`config.mk`:
```
export PLATFORM = sky130hd
export DESIGN_NAME = imuldiv_muldiv_dispatch
export DESIGN_NICKNAME = d
export VERILOG_FILES = /design/src/rtl/imuldiv_muldiv_defs_pkg.sv /design/src/rtl/imuldiv_tag_fifo.sv /design/src/rtl/imuldiv_muldiv_dispatch.sv
export SDC_FILE = /design/constraint.sdc
export NUM_CORES = 1
export LEC_CHECK = 0
export ABC_AREA = 1
export ABC_CLOCK_PERIOD_IN_PS = 6200
export CORE_AREA = 4 4 157 159
export CTS_CLUSTER_SIZE = 28
export DETAILED_ROUTE_END_ITERATION = 6
export DIE_AREA = 0 0 161 163
export PLACE_DENSITY_LB_ADDON = 0.25
export SLEW_MARGIN = 20
export SYNTH_ARGS = -nofsm -noshare
export SYNTH_HDL_FRONTEND = slang
export SYNTH_SLANG_ARGS = --single-unit
```
`constraint.sdc`:
```
create_clock -name clk -period 6.2 [get_ports clk]
set_clock_uncertainty 0.15 [all_clocks]
set_input_delay 1.24 -clock clk [delete_from_list [all_inputs] [get_ports clk]]
set_output_delay 1.24 -clock clk [all_outputs]
set_load 0.02 [all_outputs]
```
`src/rtl/imuldiv_muldiv_defs_pkg.sv`:
```
`default_nettype none
// ============================================================================
// Module      : imuldiv_muldiv_defs (package)
// Description : Shared definitions for the iterative mul/div subsystem:
//               function codes, the request record, divider response field
//               bounds and small decode helpers.
// Revision    : 1.0 - initial release
// ============================================================================
package imuldiv_muldiv_defs;

    localparam int FN_W = 3;

    localparam logic [FN_W-1:0] FN_MUL  = 3'd0;
    localparam logic [FN_W-1:0] FN_DIV  = 3'd1;
    localparam logic [FN_W-1:0] FN_DIVU = 3'd2;
    localparam logic [FN_W-1:0] FN_REM  = 3'd3;
    localparam logic [FN_W-1:0] FN_REMU = 3'd4;

    // Divider response layout: {rem[63:32], quot[31:0]}
    localparam int DIVRESP_REM_HI  = 63;
    localparam int DIVRESP_REM_LO  = 32;
    localparam int DIVRESP_QUOT_HI = 31;
    localparam int DIVRESP_QUOT_LO = 0;

    typedef struct packed {
        logic [FN_W-1:0] fn;
        logic [31:0]     a;
        logic [31:0]     b;
    } muldiv_req_t;

    // Anything that is not a divide-type code (including the reserved
    // codes 5-7) is handled by the multiplier.
    function automatic logic fn_is_div(input logic [FN_W-1:0] fn);
        return (fn == FN_DIV) || (fn == FN_DIVU) || (fn == FN_REM) || (fn == FN_REMU);
    endfunction

    function automatic logic fn_is_mul(input logic [FN_W-1:0] fn);
        return (fn == FN_MUL) || !fn_is_div(fn);
    endfunction

    function automatic logic fn_is_rem(input logic [FN_W-1:0] fn);
        return (fn == FN_REM) || (fn == FN_REMU);
    endfunction

endpackage

`default_nettype wire

```
`src/rtl/imuldiv_tag_fifo.sv`:
```
`default_nettype none
// ============================================================================
// Module      : imuldiv_tag_fifo
// Description : Small circular FIFO recording the function code of every
//               issued operation so responses can be returned in order.
//   clk, reset      : clock, synchronous active-high reset
//   push, push_data : enqueue (ignored while full, even with a same-cycle pop)
//   pop             : dequeue (ignored while empty)
//   full, empty     : status (full is registered)
//   head            : oldest entry
// Revision    : 1.0 - initial release
// ============================================================================
module imuldiv_tag_fifo #(
    parameter int DEPTH = 2,
    parameter int WIDTH = 3
) (
    input  logic             clk,
    input  logic             reset,
    input  logic             push,
    input  logic [WIDTH-1:0] push_data,
    input  logic             pop,
    output logic             full,
    output logic             empty,
    output logic [WIDTH-1:0] head
);

    localparam int PTR_W = (DEPTH > 1) ? $clog2(DEPTH) : 1;
    localparam int CNT_W = $clog2(DEPTH + 1);

    logic [WIDTH-1:0] mem [DEPTH];
    logic [PTR_W-1:0] wr_ptr;
    logic [PTR_W-1:0] rd_ptr;
    logic [CNT_W-1:0] count;
    logic [CNT_W-1:0] count_next;
    logic             do_push;
    logic             do_pop;

    // No full-bypass: a push is refused whenever the registered full is set.
    assign do_push = push && !full;
    assign do_pop  = pop && !empty;
    assign empty   = (count == '0);
    assign head    = mem[rd_ptr];

    always_comb begin
        count_next = count;
        case ({do_push, do_pop})
            2'b10:   count_next = count + CNT_W'(1);
            2'b01:   count_next = count - CNT_W'(1);
            default: count_next = count;
        endcase
    end

    always_ff @(posedge clk) begin
        if (reset) begin
            wr_ptr <= '0;
            rd_ptr <= '0;
            count  <= '0;
            full   <= 1'b0;
        end else begin
            // DEPTH is a power of two, so pointers wrap naturally.
            if (do_push) wr_ptr <= wr_ptr + PTR_W'(1);
            if (do_pop)  rd_ptr <= rd_ptr + PTR_W'(1);
            count <= count_next;
            full  <= (count_next == CNT_W'(DEPTH));
        end
    end

    always_ff @(posedge clk) begin
        if (do_push) mem[wr_ptr] <= push_data;
    end

endmodule

`default_nettype wire

```
`src/rtl/imuldiv_muldiv_dispatch.sv`:
```
`default_nettype none
// ============================================================================
// Module      : imuldiv_muldiv_dispatch
// Description : Front-end dispatcher for the iterative mul/div units. Buffers
//               one request, routes it to the multiplier or divider, records
//               its function code in an in-order tag FIFO and returns
//               responses to the pipeline in request order. Remainder results
//               are swapped so bits [31:0] always hold the requested value.
//   muldivreq_*  : request from pipeline (fn, a, b / val, rdy)
//   mulreq_*     : request to multiplier        divreq_* : request to divider
//   mulresp_*    : product from multiplier      divresp_*: {rem, quot}
//   muldivresp_* : result to pipeline
// Revision    : 1.0 - initial release
// ============================================================================
module imuldiv_muldiv_dispatch
    import imuldiv_muldiv_defs::*;
#(
    parameter int TAG_DEPTH = 2
) (
    input  logic            clk,
    input  logic            reset,
    input  logic [FN_W-1:0] muldivreq_msg_fn,
    input  logic [31:0]     muldivreq_msg_a,
    input  logic [31:0]     muldivreq_msg_b,
    input  logic            muldivreq_val,
    output logic            muldivreq_rdy,
    output logic [31:0]     mulreq_msg_a,
    output logic [31:0]     mulreq_msg_b,
    output logic            mulreq_val,
    input  logic            mulreq_rdy,
    output logic [FN_W-1:0] divreq_msg_fn,
    output logic [31:0]     divreq_msg_a,
    output logic [31:0]     divreq_msg_b,
    output logic            divreq_val,
    input  logic            divreq_rdy,
    input  logic [63:0]     mulresp_msg_result,
    input  logic            mulresp_val,
    output logic            mulresp_rdy,
    input  logic [63:0]     divresp_msg_result,
    input  logic            divresp_val,
    output logic            divresp_rdy,
    output logic [63:0]     muldivresp_msg_result,
    output logic            muldivresp_val,
    input  logic            muldivresp_rdy
);

    muldiv_req_t     req_buf;
    logic            buf_full;
    logic            is_mul;
    logic            dispatch_fire;
    logic            accept;
    logic            tag_full;
    logic            tag_empty;
    logic [FN_W-1:0] tag_head;
    logic            head_is_mul;
    logic            resp_fire;
    logic [63:0]     div_result_norm;

    // ---------------- request buffer ----------------
    assign is_mul        = fn_is_mul(req_buf.fn);
    assign mulreq_val    = buf_full && is_mul && !tag_full;
    assign divreq_val    = buf_full && !is_mul && !tag_full;
    assign dispatch_fire = (mulreq_val && mulreq_rdy) || (divreq_val && divreq_rdy);
    assign muldivreq_rdy = !buf_full || dispatch_fire;
    assign accept        = muldivreq_val && muldivreq_rdy;

    assign mulreq_msg_a  = req_buf.a;
    assign mulreq_msg_b  = req_buf.b;
    assign divreq_msg_fn = req_buf.fn;
    assign divreq_msg_a  = req_buf.a;
    assign divreq_msg_b  = req_buf.b;

    // A refill in the dispatch cycle keeps the buffer occupied.
    always_ff @(posedge clk) begin
        if (reset) begin
            buf_full <= 1'b0;
        end else if (accept) begin
            buf_full <= 1'b1;
        end else if (dispatch_fire) begin
            buf_full <= 1'b0;
        end
    end

    always_ff @(posedge clk) begin
        if (accept) begin
            req_buf <= '{fn: muldivreq_msg_fn, a: muldivreq_msg_a, b: muldivreq_msg_b};
        end
    end

    // ---------------- in-order tag record ----------------
    imuldiv_tag_fifo #(
        .DEPTH (TAG_DEPTH),
        .WIDTH (FN_W)
    ) u_tag_fifo (
        .clk       (clk),
        .reset     (reset),
        .push      (dispatch_fire),
        .push_data (req_buf.fn),
        .pop       (resp_fire),
        .full      (tag_full),
        .empty     (tag_empty),
        .head      (tag_head)
    );

    // ---------------- response selection ----------------
    // Only the unit owning the oldest operation may hand over a result; an
    // early answer from the other unit is held off by its rdy staying low.
    assign head_is_mul    = fn_is_mul(tag_head);
    assign muldivresp_val = !tag_empty && (head_is_mul ? mulresp_val : divresp_val);
    assign mulresp_rdy    = !tag_empty && head_is_mul && muldivresp_rdy;
    assign divresp_rdy    = !tag_empty && !head_is_mul && muldivresp_rdy;
    assign resp_fire      = muldivresp_val && muldivresp_rdy;

    always_comb begin
        div_result_norm = divresp_msg_result;
        if (fn_is_rem(tag_head)) begin
            div_result_norm = {divresp_msg_result[DIVRESP_QUOT_HI:DIVRESP_QUOT_LO],
                               divresp_msg_result[DIVRESP_REM_HI:DIVRESP_REM_LO]};
        end
    end

    assign muldivresp_msg_result = head_is_mul ? mulresp_msg_result : div_result_norm;

endmodule

`default_nettype wire

```
==> results.ini, run 1 <==
[global_routing]
gr-usage-met1_pct = 14.03
antenna_found_initial = 1
grt_usage_pct = 14.16
grt_max_degree = 108
grt_use_met3_pct = 6.150
gr-total-overflow = 0
grt_pass1_wl_microns = 28450
grt.busiest_layer = met2
use_met2_pct = 26.96
grt_pass1_vias = 4828

[power]
p_per_area_nw_per_um2 = 229.3
leakage_nw = 3.291
peakVddDrop_mv = 0.1406

[sta]
setup_viol = 0
hold_viol_final = 0
fin_setup_tns_ps = 0
fin_crit_ps = 4550
rsz0062_at_grt = no
final_max_slew_viol_count = 0
finalCritPeriodShare_pct = 73.38
maxClockFrequency_mhz = 219.8
slew_headroom_pct = 36.05
whs_ps = 347.7
worst_pin_slew_ps = 959.3

[floorplanning]
fp-row-count = 56
core-area_sq_um = 23260
ios = 404
die-height_microns = 163
die_w_microns = 161
dieArea_sq_um = 26240
initial_core_util_pct = 19.71

[cells_and_area]
design_area_sq_um = 8732
fin_nets = 1067
multi_input_area_sq_um = 1424
drive_above_1_share_pct = 3.111
fillCellCount = 2389
seq_area_sq_um = 2332
finalNonFillerCells = 1188
fin_util_pct = 37.54
area_growth_syn_to_layout_pct = 90.42

[placement]
placed_area_sq_um = 8403
gp_congestion = 0.7938
portBuffers = 403
placed_cells_incl_taps = 1171
dp.final_hpwl_microns = 16420

[route]
num_vias = 4648
drt_wl_total_microns = 19800
drt-initial-drc-count = 141
wire_per_inst_microns = 16.66
post-route-drc-count = 0
ant_nets = 0
dr.pass1.iters = 4
drt-vias-per-instance = 3.912

[clock_network]
cts_tree = yes
htree_levels = 3
hold_buffers = 0
post_cts_buffers = 0
cts.clk_slew.worst_paths_ps = 70
ctsLongestPathBuffers = 2
numCtsBuffers = 9
cts_root_buf = clkbuf_16
clock_latency_ps = 330
post_cts_resized = 0
cts.sinks = 80

[critical_path]
reg2regPathDepth = 9
worstReg2RegEnd = divreq_msg_b[2]$_DFFE_PP_
r2r_start = divreq_msg_fn[1]$_DFFE_PP_
crit_fanout = 107
worst_setup_path_start_kind = register
cp-end-kind = primary output
worstPathRequired_ps = 4810
crit_type = reg -> out
cp.arrival_ps = 3160
rrSetupSlack_ps = 3250

[worst_hold_path]
hold_depth = 2
hold_path_end = u_tag_fifo.rd_ptr$_SDFFE_PP0P_
min_path_type = reg -> reg
min-delay-start = u_tag_fifo.rd_ptr$_SDFFE_PP0P_

[logic_synthesis]
ys_ff_latch = 80
syn_area_sq_um = 4586
synth_area_leader_cell = edfxtp_1
synth_most_common_cell = nand2_1
ys_types = 25
syn_nets = 741
synth_common_cells = nand2_1 (119), buf_4 (76), edfxtp_1 (73), o21ai_1 (64), inv_1 (48)
synth-edff-count = 73
synthCells = 537
yosysSeqAreaShare_pct = 50.86
synthArstFlopShare_pct = 0
synth_warnings = 0
synthFlopType = edfxtp_1
synth_top_area_share_pct = 47.80
synthTopCellsByArea = edfxtp_1 (48%), buf_4 (12%), nand2_1 (9.7%)
syn-mean-instance-area_sq_um = 8.539

[run]
maxCapViolations = 0

[outcome]
status = finished, final reports clean

==> critical path, cell delays in order, from the launching register on <==
cell,delay (ps)
dfxtp_1,400
inv_2,70
nand2_1,80
nand2_2,70
nor2_1,100
nand2_1,90
nand2_4,670
buf_4,360
a21oi_1,90
o21ai_1,190
clkdlybuf4s50_1,650
==> cell type report <==
| type | instances | share of cell area, % |
|---|---|---|
| Inverter | 49 | 2.106 |
| Timing Repair Buffer | 407 | 46.54 |
| Antenna cell | 1 | 0.02866 |
| Tap cell | 319 | 4.571 |
| Multi-Input combinational cell | 316 | 16.31 |
| Sequential cell | 80 | 26.71 |
| Clock inverter | 7 | 1.161 |
| Clock buffer | 9 | 2.579 |
==> registers in the layout (all words and copies together) (netlist names), 2 cells and up, named ones only <==
register          cells
u_tag_fifo.count      2
divreq_msg_a         32
u_tag_fifo.mem        6
divreq_msg_b         32
divreq_msg_fn         3
==> stage by stage <==
| stage | power, mW | worst slack, ps |
|---|---|---|
| after floorplan | 1.046 | 2577 |
| after global placement | 1.432 | 1959 |
| after detailed placement | 1.435 | 1953 |
| after CTS | 2.029 | 1626 |
| after global routing | 2.098 | 1368 |
| final | 2.002 | 1650 |
==> power by group <==
group          switching (mW)  internal [mW]  leakage [nW]  total [mW]
registers              0.0220          0.630         0.753       0.652
logic                   0.387          0.376          2.38       0.763
clock network           0.228          0.358         0.160       0.587
total                   0.637           1.36          3.29        2.00
==> how the worst max path moves through the flow <==
stage / cells past startpoint / to / start
final: 10 / muldivresp_msg_result[32] / register
after global placement: 6 / muldivresp_msg_result[32] / divresp_msg_result[32]
after CTS: 10 / muldivresp_msg_result[32] / register
after detailed placement: 6 / muldivresp_msg_result[32] / divresp_msg_result[32]
after floorplan: 6 / divreq_msg_a[0]$_DFFE_PP_ / mulreq_rdy
after global routing: 10 / muldivresp_msg_result[8] / register
==> layer usage <==
metal | part of all wire [%] | routed length [microns]
met1 | 35 | 7020
met3 | 11 | 2208
met2 | 52 | 10310
met5 | 0 | 0
met4 | 1.3 | 252
==> cells in the final DEF, fill, tap and decap left out, drive strengths merged <==
cell           netlist  routed
clkdlybuf4s50        0     403
nand2              122     122
o21ai               98      98
edfxtp              73      73
inv                 49      52
nor2                44      44
a21oi               35      35
clkbuf               5       9
dfxtp                7       7
nand3                5       5
buf                 87       4
nor3                 3       3
xnor2                2       2
nand4                2       2
bufinv               0       2
clkinv               0       2
diode                0       1
xor2                 1       1
or2                  1       1
and2                 1       1
nor4                 1       1
ha                   1       1
==> cells by family (layout without fill, tap and decap cells) <==
group / Yosys count / in the layout / synth area share [%]
flip-flops: 80 / 80 / 50.86
XOR/XNOR: 3 / 3 / 0.5731
AND/OR/NAND/NOR: 179 / 179 / 15.42
buffers and inverters: 141 / 472 / 18.36
other: 0 / 1 / 0
adder cells (fa/ha/maj): 1 / 1 / 0.2728
AO/OA/AOI/OAI: 133 / 133 / 14.52
(Power assumes the default switching activity.)
==> inputs of run 2 (changes only) <==
--- a/config.mk
+++ b/config.mk
@@ -6,11 +6,11 @@
 export NUM_CORES = 1
 export LEC_CHECK = 0
 export ABC_AREA = 1
-export ABC_CLOCK_PERIOD_IN_PS = 6200
-export CORE_AREA = 4 4 157 159
+export ABC_CLOCK_PERIOD_IN_PS = 4500
+export CORE_AREA = 4 4 153 155
 export CTS_CLUSTER_SIZE = 28
 export DETAILED_ROUTE_END_ITERATION = 6
-export DIE_AREA = 0 0 161 163
+export DIE_AREA = 0 0 157 159
 export PLACE_DENSITY_LB_ADDON = 0.25
 export SLEW_MARGIN = 20
 export SYNTH_ARGS = -nofsm -noshare
==> constraint.sdc (replaced) <==
create_clock -name clk -period 4.5 [get_ports clk]
set_clock_uncertainty 0.15 [all_clocks]
set_input_delay 0.9 -clock clk [delete_from_list [all_inputs] [get_ports clk]]
set_output_delay 0.9 -clock clk [all_outputs]
set_load 0.02 [all_outputs]
==> results.ini, run 2 (synthesized netlist as in run 1, its figures left out) <==
[clock_network]
clock_latency_ps = 330  ; about the same
cts_root_buf = clkbuf_16  ; unchanged
cts.clk_slew.worst_paths_ps = 60  ; was 70 ps
numCtsBuffers = 9  ; unchanged
cts.sinks = 80  ; unchanged
cts_tree = yes  ; unchanged
post_cts_buffers = 0  ; unchanged
hold_buffers = 0  ; unchanged
ctsLongestPathBuffers = 2  ; unchanged
htree_levels = 3  ; unchanged
post_cts_resized = 0  ; unchanged

[route]
drt-initial-drc-count = 204  ; was 141
wire_per_inst_microns = 16.89  ; was 16.66 microns
drt_wl_total_microns = 19490  ; was 19800 microns
ant_nets = 0  ; unchanged
dr.pass1.iters = 5  ; was 4
drt-vias-per-instance = 4.052  ; was 3.912
num_vias = 4676  ; was 4648
post-route-drc-count = 0  ; unchanged

[critical_path]
critPathSlowestCell = clkdlybuf4s50_1  ; was nand2_4
cp_top_family = buffers and inverters  ; unchanged
worstPathRequired_ps = 3450  ; was 4810 ps
crit_top_cell = nand2_1  ; unchanged
worst_setup_path_start_kind = register  ; unchanged
worstReg2RegEnd = u_tag_fifo.full$_SDFF_PP0_  ; was divreq_msg_b[2]$_DFFE_PP_
rrSetupSlack_ps = 1800  ; was 3250 ps
reg2regPathDepth = 13  ; was 9
crit_fanout = 67  ; was 107
cp.arrival_ps = 2800  ; was 3160 ps
cp-end-kind = primary output  ; unchanged
crit_type = reg -> out  ; unchanged
worst-path-buf-inv = 3  ; unchanged
crit_chain = inv_2 > nand2_1 > nand2_2 > nor2_1 > nand2_1 > nand2_4 > buf_4 > o21ai_0 > o21ai_1 > clkdlybuf4s50_1  ; was inv_2 > nand2_1 > nand2_2 > nor2_1 > nand2_1 > nand2_4 > buf_4 > a21oi_1 > o21ai_1 > clkdlybuf4s50_1
max_stage_delay_ps = 650  ; was 670 ps

[sta]
setup_viol = 0  ; unchanged
whs_ps = 346.3  ; was 347.7 ps
fin_setup_tns_ps = 0  ; unchanged
finalCritPeriodShare_pct = 85.56
final_max_slew_viol_count = 0  ; unchanged
worst_pin_slew_ps = 657.0  ; was 959.3 ps
slew_headroom_pct = 56.20  ; was 36.05%
maxClockFrequency_mhz = 259.7
fin_crit_ps = 3850
rsz0062_at_grt = no  ; unchanged
hold_viol_final = 0  ; unchanged

[power]
seq_power_share_pct = 32.4  ; was 32.6%
leakage_nw = 3.324  ; was 3.291 nW
p_clk_share_pct = 29.7  ; was 29.3%
power.internal_mw = 1.895  ; was 1.365 mW
power_switching_mw = 0.8828  ; was 0.6374 mW
p_per_area_nw_per_um2 = 317.3  ; was 229.3 nW/um^2
peakVddDrop_mv = 0.1551  ; was 0.1406 mV
p_comb_share_pct = 37.9  ; was 38.1%
p_sw_share_pct = 31.78  ; was 31.84%

[global_routing]
grt_pass1_wl_microns = 28210  ; was 28450 microns
antenna_found_initial = 3  ; was 1
grt_pass1_vias = 4616  ; was 4828
grt_max_degree = 68  ; was 108
grt_usage_pct = 14.79  ; was 14.16%
gr-total-overflow = 0  ; unchanged

[outcome]
status = finished, final reports clean  ; unchanged

[floorplanning]
core-area_sq_um = 21820  ; was 23260 sq um
die_w_microns = 157  ; was 161 microns
fp-row-count = 54  ; was 56
dieArea_sq_um = 24960  ; was 26240 sq um
initial_core_util_pct = 21.01  ; was 19.71%
ios = 404  ; unchanged
die-height_microns = 159  ; was 163 microns

[worst_hold_path]
min_path_type = reg -> reg  ; unchanged
hold_depth = 2  ; unchanged
hold_path_end = u_tag_fifo.rd_ptr$_SDFFE_PP0P_  ; unchanged
min-delay-start = u_tag_fifo.rd_ptr$_SDFFE_PP0P_  ; unchanged

[cells_and_area]
final_common_cell = clkdlybuf4s50_1  ; unchanged
design_area_sq_um = 8752  ; was 8732 sq um
fin_nets = 1072  ; was 1067
fin_util_pct = 40.10  ; was 37.54%
layout_common_cells = clkdlybuf4s50_1 (403), nand2_1 (118), edfxtp_1 (73), o21ai_1 (64), inv_1 (47)  ; unchanged
fillCellCount = 2184  ; was 2389
drive_above_1_share_pct = 3.780  ; was 3.111%
area_growth_syn_to_layout_pct = 90.86  ; was 90.42%

[placement]
dp.final_hpwl_microns = 16450  ; was 16420 microns
placed_area_sq_um = 8417  ; was 8403 sq um
gp_congestion = 0.8279  ; was 0.7938
portBuffers = 403  ; unchanged

[run]
maxCapViolations = 0  ; unchanged

==> run 2: changes by cell type in the layout (fill, tap and decap cells not counted), sizes merged <==
cell,before,now
buf,4,9
clkinv,2,0
clkinvlp,0,1
inv,52,53
==> run 2: cell type report <==
cell class                      count  area, sq um  area share (%)
Clock buffer                        9        225.2           2.573
Clock inverter                      7        107.6           1.229
Inverter                           49        183.9           2.101
Antenna cell                        1        2.502         0.02859
Multi-Input combinational cell    316         1424           16.27
Sequential cell                    80         2332           26.65
Timing Repair Buffer              412         4126           47.15
Tap cell                          280        350.3           4.003
==> run 2: power by group through the flow <==
stage / logic (mW) / clock network, mW / registers (mW)
6_report: 1.05 / 0.824 / 0.900
5_1_grt: 1.13 / 0.885 / 0.907
4_1_cts: 1.07 / 0.848 / 0.902
3_5_place_dp: 1.07 / 0 / 0.916
3_3_place_gp: 1.06 / 0 / 0.917
2_1_floorplan: 0.486 / 0 / 0.956
==> run 2: through the flow <==
step	instances	worst slack, ps	total power [mW]
finish	1154	649.9	2.777
global route	1154	413.1	2.926
CTS	1153	619.9	2.819
detailed placement	1137	905.2	1.982
global placement	1137	912.9	1.982
floorplan	537	1207	1.442
==> run 2: worst reg2reg max path, cell delays in order, from the launching register on <==
cell	delay [ps]
dfxtp_1	390
inv_2	70
nand2_1	70
nand2_2	70
nand2_1	90
nand2_1	90
nand2_4	480
nand3_2	140
a21oi_1	220
ha_1	280
nor2_1	100
o21ai_0	90
and2_1	160
nor4_1	210
==> run 2: worst max-delay path by stage <==
stage,startpoint,depth (start not counted),to
global placement,divresp_msg_result[63],4,muldivresp_msg_result[63]
global route,register,11,muldivresp_msg_result[60]
finish,register,10,muldivresp_msg_result[22]
CTS,register,8,muldivresp_msg_result[47]
detailed placement,divresp_msg_result[15],4,muldivresp_msg_result[47]
floorplan,divreq_msg_fn[1]$_DFFE_PP_,8,divreq_msg_a[0]$_DFFE_PP_
==> run 2: metal layers <==
metal  share of wire, %  track usage (%)
met2                 52            27.63
met5                  0                0
met3                 11            5.572
met4                1.4            3.511
met1                 35            15.48
==> inputs of run 3 (changes only) <==
--- a/config.mk
+++ b/config.mk
@@ -11,7 +11,7 @@
 export CTS_CLUSTER_SIZE = 28
 export DETAILED_ROUTE_END_ITERATION = 6
 export DIE_AREA = 0 0 157 159
-export PLACE_DENSITY_LB_ADDON = 0.25
+export PLACE_DENSITY = 0.68
 export SLEW_MARGIN = 20
 export SYNTH_ARGS = -nofsm -noshare
 export SYNTH_HDL_FRONTEND = slang
==> results.ini, run 3 (synthesized netlist as in run 1, its figures left out) <==
[cells_and_area]
final_common_cell = clkdlybuf4s50_1  ; unchanged
seq_area_sq_um = 2332  ; unchanged
fillCellCount = 2160  ; was 2184
antenna_cells = 0  ; was 1
drive_above_1_share_pct = 3.666  ; was 3.780%
layout_common_cells = clkdlybuf4s50_1 (403), nand2_1 (118), edfxtp_1 (73), o21ai_1 (64), inv_1 (47)  ; unchanged
multi_input_area_sq_um = 1424  ; unchanged
design_area_sq_um = 8683  ; was 8752 sq um
finalNonFillerCells = 1153  ; was 1154
area_growth_syn_to_layout_pct = 89.36  ; was 90.86%
fin_nets = 1072  ; unchanged
fin_util_pct = 39.79  ; was 40.10%

[critical_path]
max_stage_delay_ps = 650  ; about the same
crit_type = reg -> out  ; unchanged
critPathSlowestCell = clkdlybuf4s50_1  ; unchanged
worstPathRequired_ps = 3450  ; about the same
crit_fanout = 67  ; unchanged
crit_chain = inv_2 > nand2_1 > nand2_2 > nor2_1 > nand2_1 > nand2_4 > buf_4 > o21ai_0 > o21ai_1 > clkdlybuf4s50_1  ; unchanged
crit_top_cell = nand2_1  ; unchanged
cp-end-kind = primary output  ; unchanged
worst_setup_path_start_kind = register  ; unchanged
cp.arrival_ps = 2810  ; was 2800 ps

[power]
p_clk_share_pct = 25.7  ; was 29.7%
peakVddDrop_mv = 0.2630  ; was 0.1551 mV
power_switching_mw = 0.8759  ; was 0.8828 mW
p_per_area_nw_per_um2 = 304.9  ; was 317.3 nW/um^2
p_comb_share_pct = 40.4  ; was 37.9%
seq_power_share_pct = 33.8  ; was 32.4%
power.internal_mw = 1.771  ; was 1.895 mW
p_sw_share_pct = 33.09  ; was 31.78%
leakage_nw = 3.291  ; was 3.324 nW

[clock_network]
cts_root_buf = clkbuf_16  ; unchanged
cts.clk_slew.worst_paths_ps = 70  ; was 60 ps
post_cts_buffers = 0  ; unchanged
post_cts_resized = 0  ; unchanged
numCtsBuffers = 9  ; unchanged
clock_latency_ps = 330  ; about the same
ctsLongestPathBuffers = 2  ; unchanged
htree_levels = 3  ; unchanged
cts.sinks = 80  ; unchanged
cts_tree = yes  ; unchanged
hold_buffers = 0  ; unchanged

[route]
drt-met1-wl_microns = 6350  ; was 6838 microns
num_vias = 4698  ; was 4676
wire_per_inst_microns = 17.79  ; was 16.89 microns
post-route-drc-count = 0  ; unchanged
wl_met3_microns = 2817  ; was 2171 microns
dr.pass1.iters = 4  ; was 5
highest_layer = met4  ; unchanged
drt-vias-per-instance = 4.075  ; was 4.052
drt-initial-drc-count = 234  ; was 204
drt_wl_total_microns = 20510  ; was 19490 microns
wl_met2_microns = 10960  ; was 10210 microns
ant_nets = 0  ; unchanged

[placement]
portBuffers = 403  ; unchanged
placed_cells_incl_taps = 1137  ; unchanged
gp_congestion = 0.8251  ; was 0.8279
dp.final_hpwl_microns = 17640  ; was 16450 microns
placed_area_sq_um = 8404  ; was 8417 sq um
dp_slack_ps = 921.6  ; was 905.2 ps

[sta]
fin_crit_ps = 3864  ; was 3850 ps
slew_headroom_pct = 58.05  ; was 56.20%
final_max_slew_viol_count = 0  ; unchanged
fin_setup_tns_ps = 0  ; unchanged
setup_viol = 0  ; unchanged
worst_slack_ps = 636.0  ; was 649.9 ps
hold_viol_final = 0  ; unchanged
worst_pin_slew_ps = 629.3  ; was 657.0 ps
finalCritPeriodShare_pct = 85.87  ; was 85.56%
maxClockFrequency_mhz = 258.8  ; was 259.7 MHz
rsz0062_at_grt = no  ; unchanged

[floorplanning]
dieArea_sq_um = 24960  ; unchanged
ios = 404  ; unchanged
core-area_sq_um = 21820  ; unchanged
fp-row-count = 54  ; unchanged
die_w_microns = 157  ; unchanged
die-height_microns = 159  ; unchanged
initial_core_util_pct = 21.01  ; unchanged

[global_routing]
grt_max_degree = 68  ; unchanged
grt_pass1_wl_microns = 28660  ; was 28210 microns
gr-total-overflow = 0  ; unchanged
antenna_found_initial = 1  ; was 3
grt_pass1_vias = 4669  ; was 4616
grt_usage_pct = 15.29  ; was 14.79%

[outcome]
status = finished, final reports clean  ; unchanged

[run]
maxCapViolations = 0  ; unchanged

[worst_hold_path]
min_path_type = reg -> reg  ; unchanged

## run 3: cell count changes in the layout (fill, tap and decap cells not counted), sizes merged
cell | previous run | this run
bufinv | 2 | 0
clkinv | 0 | 3
clkinvlp | 1 | 2
diode | 1 | 0
inv | 53 | 51
## run 3: power by group through the flow
stage                     combinational [mW]  sequential [mW]  clock [mW]
final                                   1.07            0.896       0.681
after global placement                  1.08            0.911           0
after floorplan                        0.486            0.956           0
after CTS                               1.09            0.897       0.699
after detailed placement                1.08            0.913           0
after global routing                    1.15            0.902       0.737
## run 3: metrics by stage
step / power [mW] / hold slack [ps]
floorplan: 1.442 / 314.5
global placement: 1.986 / 323.9
detailed placement: 1.995 / 338.2
CTS: 2.682 / 354.0
global route: 2.785 / 418.5
finish: 2.647 / 351.1
## run 3: final timing paths
kind,startpoint,endpoint,slack (ps),cells past startpoint
worst max-delay path,register,muldivresp_msg_result[63],640,10
worst min-delay path,u_tag_fifo.rd_ptr$_SDFFE_PP0P_,u_tag_fifo.rd_ptr$_SDFFE_PP0P_,350,2
worst max register to register,register,u_tag_fifo.full$_SDFF_PP0_,1830,13
worst min register to register,u_tag_fifo.rd_ptr$_SDFFE_PP0P_,u_tag_fifo.rd_ptr$_SDFFE_PP0P_,350,2
## run 3: area by class of cell
cell class	count	share of cell area, %
multi-input cells	316	16.40
clock buffers	9	2.594
flip-flops and latches	80	26.86
inverters	49	2.118
well taps	280	4.035
repair buffers	412	47.38
clock inverters	7	0.6196
## run 3: layer usage
layer  vias to the layer above  GRT usage (%)
li1                       2364              -
met1                      2058          13.44
met2                       259          29.90
met3                        17          7.692
met4                         0          4.142
met5                         -              0
## run 3: critical path, delay by kind of cell, from the launching register on
kind | cells | cell delay, ps
buf+inv | 3 | 1040
compound gates | 2 | 230
flops | 1 | 400
simple gates | 5 | 780
